**config.mk**
```make
export PLATFORM = sky130hd
export DESIGN_NAME = layer_sequencer
export DESIGN_NICKNAME = d
export VERILOG_FILES = /design/src/rtl/mlp_pkg.sv /design/src/rtl/layer_addr_gen.sv /design/src/rtl/layer_sequencer.sv
export SDC_FILE = /design/constraint.sdc
export NUM_CORES = 1
export LEC_CHECK = 0
export CORE_MARGIN = 2
export CORE_UTILIZATION = 53
export DETAILED_ROUTE_END_ITERATION = 12
export PLACE_DENSITY = 0.86
export SLEW_MARGIN = 20
export SYNTH_ARGS = -nofsm -noshare
export SYNTH_HDL_FRONTEND = slang
export SYNTH_SLANG_ARGS = --single-unit
```
**constraint.sdc**
```tcl
create_clock -name clk -period 5.1 [get_ports clk]
set_input_delay 1.02 -clock clk [delete_from_list [all_inputs] [get_ports clk]]
set_output_delay 1.02 -clock clk [all_outputs]
set_load 0.01 [all_outputs]
```
**src/rtl/mlp_pkg.sv**
```systemverilog
`default_nettype none
// +--------------------------------------------------------------------+
// | mlp_pkg: shared widths and layer sequencer state encoding.         |
// | Revision: 1.0                                                      |
// +--------------------------------------------------------------------+
package mlp_pkg;

  localparam int DATA_W   = 8;
  localparam int ACC_W    = 16;
  localparam int NEUR_W   = 8;
  localparam int W_ADDR_W = 16;

  typedef enum logic [2:0] {
    LS_IDLE  = 3'd0,
    LS_ISSUE = 3'd1,
    LS_WAIT  = 3'd2,
    LS_WRITE = 3'd3,
    LS_DONE  = 3'd4
  } layer_seq_state_t;

endpackage
`default_nettype wire

```
**src/rtl/layer_addr_gen.sv**
```systemverilog
`default_nettype none
// +--------------------------------------------------------------------+
// | layer_addr_gen: input index and weight base for the current neuron.|
// | Revision: 1.0                                                      |
// +--------------------------------------------------------------------+
module layer_addr_gen #(
  parameter int W_ADDR_W = 16
) (
  input  logic                clk,
  input  logic                rst,
  input  logic                clear,
  input  logic                step,
  input  logic                next_neuron,
  input  logic [7:0]          stride,
  output logic [7:0]          x_addr,
  output logic [W_ADDR_W-1:0] w_addr
);
  import mlp_pkg::*;

  logic [7:0]          in_idx_q, in_idx_d;
  logic [W_ADDR_W-1:0] w_base_q, w_base_d;

  always_comb begin
    in_idx_d = in_idx_q;
    w_base_d = w_base_q;
    if (clear) begin
      in_idx_d = '0;
      w_base_d = '0;
    end else if (next_neuron) begin
      in_idx_d = '0;
      w_base_d = w_base_q + W_ADDR_W'(stride);
    end else if (step) begin
      in_idx_d = in_idx_q + 8'd1;
    end
  end

  always_ff @(posedge clk or posedge rst) begin
    if (rst) begin
      in_idx_q <= '0;
      w_base_q <= '0;
    end else begin
      in_idx_q <= in_idx_d;
      w_base_q <= w_base_d;
    end
  end

  // Weight rows are packed back to back; the sum wraps modulo the address space.
  assign x_addr = in_idx_q;
  assign w_addr = w_base_q + W_ADDR_W'(in_idx_q);

endmodule
`default_nettype wire

```
**src/rtl/layer_sequencer.sv**
```systemverilog
`default_nettype none
// +--------------------------------------------------------------------+
// | layer_sequencer: issues one neuron per output and stores results.  |
// | Option macro: LAYER_SEQ_RELU_EN (clamp negative results to zero).  |
// | Revision: 1.0                                                      |
// +--------------------------------------------------------------------+
module layer_sequencer #(
  parameter int DATA_W   = mlp_pkg::DATA_W,
  parameter int ACC_W    = mlp_pkg::ACC_W,
  parameter int NEUR_W   = mlp_pkg::NEUR_W,
  parameter int W_ADDR_W = mlp_pkg::W_ADDR_W
) (
  input  logic                clk,
  input  logic                rst,
  input  logic                layer_start,
  input  logic [NEUR_W-1:0]   num_neurons,
  input  logic [7:0]          num_inputs,
  output logic                layer_busy,
  output logic                layer_done,
  output logic                neuron_start,
  output logic [15:0]         neuron_n,
  input  logic                neuron_load,
  input  logic                neuron_ready,
  input  logic [ACC_W-1:0]    neuron_result,
  output logic [7:0]          x_addr,
  output logic [W_ADDR_W-1:0] w_addr,
  output logic                res_we,
  output logic [NEUR_W-1:0]   res_addr,
  output logic [ACC_W-1:0]    res_data
);
  import mlp_pkg::*;

  if (ACC_W < 2 * DATA_W) begin : g_acc_w_check
    $error("layer_sequencer: ACC_W too narrow for DATA_W products");
  end

  layer_seq_state_t    state_q, state_d;
  logic [NEUR_W-1:0]   num_neurons_q, num_neurons_d;
  logic [7:0]          num_inputs_q, num_inputs_d;
  logic [NEUR_W-1:0]   neur_idx_q, neur_idx_d;
  logic [ACC_W-1:0]    result_q, result_d;
  logic                busy_q, busy_d;
  logic                done_q, done_d;
  logic                start_q, start_d;
  logic                res_we_q, res_we_d;
  logic                ag_clear, ag_step, ag_next;

  always_comb begin
    state_d       = state_q;
    num_neurons_d = num_neurons_q;
    num_inputs_d  = num_inputs_q;
    neur_idx_d    = neur_idx_q;
    result_d      = result_q;
    ag_clear      = 1'b0;
    ag_step       = 1'b0;
    ag_next       = 1'b0;
    case (state_q)
      LS_IDLE: begin
        if (layer_start) begin
          num_neurons_d = num_neurons;
          num_inputs_d  = num_inputs;
          neur_idx_d    = '0;
          ag_clear      = 1'b1;
          state_d       = (num_neurons == '0) ? LS_DONE : LS_ISSUE;
        end
      end
      LS_ISSUE: begin
        // The neuron controller wraps on N=0, so empty neurons bypass it.
        if (num_inputs_q == 8'd0) begin
          result_d = '0;
          state_d  = LS_WRITE;
        end else begin
          state_d  = LS_WAIT;
        end
      end
      LS_WAIT: begin
        if (neuron_ready) begin
          result_d = neuron_result;
          state_d  = LS_WRITE;
        end else if (neuron_load) begin
          ag_step = 1'b1;
        end
      end
      LS_WRITE: begin
        ag_next    = 1'b1;
        neur_idx_d = neur_idx_q + NEUR_W'(1);
        state_d    = (neur_idx_q == num_neurons_q - NEUR_W'(1)) ? LS_DONE : LS_ISSUE;
      end
      LS_DONE: state_d = LS_IDLE;
      default: state_d = LS_IDLE;
    endcase

    // Outputs are decoded from the next state so they register alongside it.
    busy_d   = (state_d != LS_IDLE);
    done_d   = (state_d == LS_DONE);
    start_d  = (state_d == LS_ISSUE) && (num_inputs_d != 8'd0);
    res_we_d = (state_d == LS_WRITE);
  end

  always_ff @(posedge clk or posedge rst) begin
    if (rst) begin
      state_q       <= LS_IDLE;
      num_neurons_q <= '0;
      num_inputs_q  <= '0;
      neur_idx_q    <= '0;
      result_q      <= '0;
      busy_q        <= 1'b0;
      done_q        <= 1'b0;
      start_q       <= 1'b0;
      res_we_q      <= 1'b0;
    end else begin
      state_q       <= state_d;
      num_neurons_q <= num_neurons_d;
      num_inputs_q  <= num_inputs_d;
      neur_idx_q    <= neur_idx_d;
      result_q      <= result_d;
      busy_q        <= busy_d;
      done_q        <= done_d;
      start_q       <= start_d;
      res_we_q      <= res_we_d;
    end
  end

  layer_addr_gen #(
    .W_ADDR_W(W_ADDR_W)
  ) u_addr_gen (
    .clk        (clk),
    .rst        (rst),
    .clear      (ag_clear),
    .step       (ag_step),
    .next_neuron(ag_next),
    .stride     (num_inputs_q),
    .x_addr     (x_addr),
    .w_addr     (w_addr)
  );

  assign layer_busy   = busy_q;
  assign layer_done   = done_q;
  assign neuron_start = start_q;
  assign neuron_n     = {8'b0, num_inputs_q};
  assign res_we       = res_we_q;
  assign res_addr     = neur_idx_q;

`ifdef LAYER_SEQ_RELU_EN
  assign res_data = result_q[ACC_W-1] ? '0 : result_q;
`else
  assign res_data = result_q;
`endif

endmodule
`default_nettype wire

```
==> metrics.txt <==
status finished clean; Via Count about 3,500; worst reg2reg endpoint u_addr_gen.x_addr[5]; Final TNS setup 0 ns; Hold WC Path Type flip-flop to flip-flop; flop and latch count out of synthesis 71; CP arrival 3.08 ns; CTS tree done; Reg2Reg Setup Slack 2.65 ns; Storage cell area 1780 sq um; WL/cell roughly 16 um; Worst slew margin 41.0%; Cells after Synth 418; All-Layer GR Usage 23.9%; CP Launch Point u_addr_gen.x_addr[0]; syn_area_per_cell 9.73 sq um; Initial Utilization a little under three fifths; async set-reset flop share out of synthesis 100%; Worst Setup Start Kind flip-flop; final slew viol count 0; number of I/O pins 105; RePlAce Congestion 0.892; share of cells above drive strength 1 7.10%; PwrDens ~540 nW/um^2; WP data required a little over 4 ns; Slew @ Worst Pin 0.882 ns; Core Region 7330 sq um; final WL 9830 um; ys flop type dfrtp_1; vias in the first global route roughly 3,400; CTS Sinks 71; CTS Hold Buffers Added 0; H-tree levels 3; # diodes 0; Yosys cell types 52; filler instances 531; drt pass-1 iters 4; RSZ-0062 raised after global routing no; area of the multi-input gates between 2000 and 2500 sq um; clock period minus final worst setup slack between 4 and 5 ns; Max clock buf depth 2; RR Startpoint state_q[0]; die width 91.6 um; Synth Cell Area 4070 sq um; Die Area 8390 sq um; Setup Buffers After CTS 0; register area share after synthesis a little over two fifths; number of port buffers 96; Worst-Skew Late Latency 0.35 ns; initial antenna violation count 0; Max Freq 244 MHz; Register-to-Register Path Depth 5; die height 91.6 um; number of synthesized flops with an enable pin 0; clk_skew 0.00936 ns; global-route wire length before repair 16,200 um; cts bufs inserted 9; P&R area growth vs syn 31.1%; Synth warnings 0; Nets between 500 and 600; Congestion Overflow GR 0; clk slew on worst S/H paths 0.08 ns; post-cts gate resize count 0; Clock Root Buffer clkbuf_8; CP max FO 7; final routed DRC violation total 0; Final Core Density between 70 and 80%; initial DRC count 161; Critical Path End Type output port; ANT nets after route 0; vias per cell 5.68; Final setup viols 0; final hold vios 0; site row count 31; post-DP HPWL 7220 um; end of the critical path w_addr[14]; max_cap viols 0; Tcrit/Tclk final 80.4%; largest net degree at the start of global routing 43; Peak VDD IR ~0.32 mV; Leak approximately 2.5 nW; CP Class flip-flop to output port
## Yosys cell counts, types with 3 or more instances
cell,number,share of area (%)
a21o_1,4,0.74
nor4_1,3,0.46
buf_4,8,1.5
nor2_1,23,2.1
o2111ai_1,3,0.65
o31ai_1,5,0.92
or4_1,4,0.74
nor3_1,8,0.98
buf_2,4,0.49
inv_1,15,1.4
xnor2_1,13,2.8
mux2_2,5,1.4
nand3_1,13,1.6
mux2i_1,7,1.7
or2_2,3,0.46
a21oi_1,12,1.5
o21ai_0,28,3.4
nand4_1,8,1.2
nand2b_1,4,0.61
xor2_1,17,3.7
a31oi_1,3,0.46
a22o_1,19,4.1
nand2_1,60,5.5
clkbuf_1,8,0.74
o211ai_1,5,0.92
o21a_1,5,0.92
ha_1,19,5.8
or3_1,7,1.1
and3_1,6,0.92
dfrtp_1,71,44
## metrics by stage
stage          setup WS [ns]  cells  hold slack, ns  power, mW  area, sq um
2_1_floorplan           2.01    425           0.465       1.79         4100
3_3_place_gp            1.49    604           0.480       2.29         5100
3_5_place_dp            1.41    604           0.480       2.34         5100
4_1_cts                0.984    620           0.509       2.86         5330
5_1_grt                0.816    620           0.516       3.05         5340
6_report               0.998    620           0.504       2.86         5340
## cell usage in the layout (no fill, tap or decap), types with 3 or more instances in the layout
cell             count
clkdlybuf4s50_1     96
dfrtp_1             71
nand2_1             60
o21ai_0             28
nor2_1              22
a22o_1              19
ha_1                19
xor2_1              17
inv_1               14
nand3_1             13
xnor2_1             13
a21oi_1             12
clkbuf_8             9
nor3_1               8
nand4_1              8
conb_1               8
or3_1                7
mux2i_1              7
and3_1               6
o21a_1               5
o211ai_1             5
o31ai_1              5
mux2_2               5
nand2b_1             4
or4_1                4
a21o_1               4
buf_4                4
or2_2                3
nor4_1               3
a31oi_1              3
o2111ai_1            3
inv_6                3
## sequential cells by signal, indices dropped and copies added (netlist names)
signal and count:
res_data 16, layer_done 1, res_addr 8, neuron_start 1, u_addr_gen.x_addr 8, u_addr_gen.w_base_q 16
num_neurons_q 8, num_inputs_q 8, state_q 3, res_we 1, layer_busy 1
## metal layers
| layer | GRT usage [%] | share of wire (%) | vias up |
|---|---|---|---|
| met4 | 7.95 | 1.4 | 0 |
| met3 | 3.37 | 6.3 | 12 |
| met2 | 38.4 | 47 | 127 |
| li1 | - | - | 1694 |
| met1 | 33.5 | 45 | 1691 |
| met5 | 0 | 0 | - |
## worst min path at each step
stage                                start               end  slack [ns]  depth (start not counted)
after global placement    num_neurons_q[7]  num_neurons_q[7]        0.48                          2
after floorplan           num_neurons_q[7]  num_neurons_q[7]        0.47                          2
after global routing           res_data[6]       res_data[6]        0.52                          1
after CTS                     res_data[13]      res_data[13]        0.51                          1
after detailed placement       res_data[1]       res_data[1]        0.48                          1
final                          res_data[6]       res_data[6]        0.50                          1
## cells by family (layout without fill, tap and decap cells)
logic type	Yosys count	in the layout	synth area share, %
AO/OA/AOI/OAI	99	99	16.8
adder cells (fa/ha/maj)	21	21	6.83
multiplexers	12	12	3.11
buffers and inverters	35	131	4.09
flip-flops	71	71	43.7
AND/OR/NAND/NOR	149	149	19.0
XOR/XNOR	30	30	6.46
other	1	8	0.0922
## layout make-up
cell class | count | share of cell area (%)
clock inverter | 7 | 1.92
inverter | 15 | 1.06
multi-input combinational | 319 | 40.5
tap | 99 | 2.32
clock buffer | 9 | 2.32
timing repair buffer | 100 | 18.6
sequential | 71 | 33.3
## report_power, final
part	switching [mW]	internal (mW)	leakage, nW
Clock	0.231	0.281	0.111
Combinational	0.681	0.696	1.43
Sequential	0.220	0.754	0.918
Total	1.13	1.73	2.46
## critical path, cell delays in order (launching register included)
cell             delay [ns]
dfrtp_1                0.48
ha_1                   0.22
inv_1                  0.06
fa_1                   0.39
nor2b_1                0.17
o2111ai_1              0.18
a311o_1                0.36
nor2_1                 0.14
xor2_1                 0.16
clkdlybuf4s50_1        0.55
(Power assumes the default switching activity.)
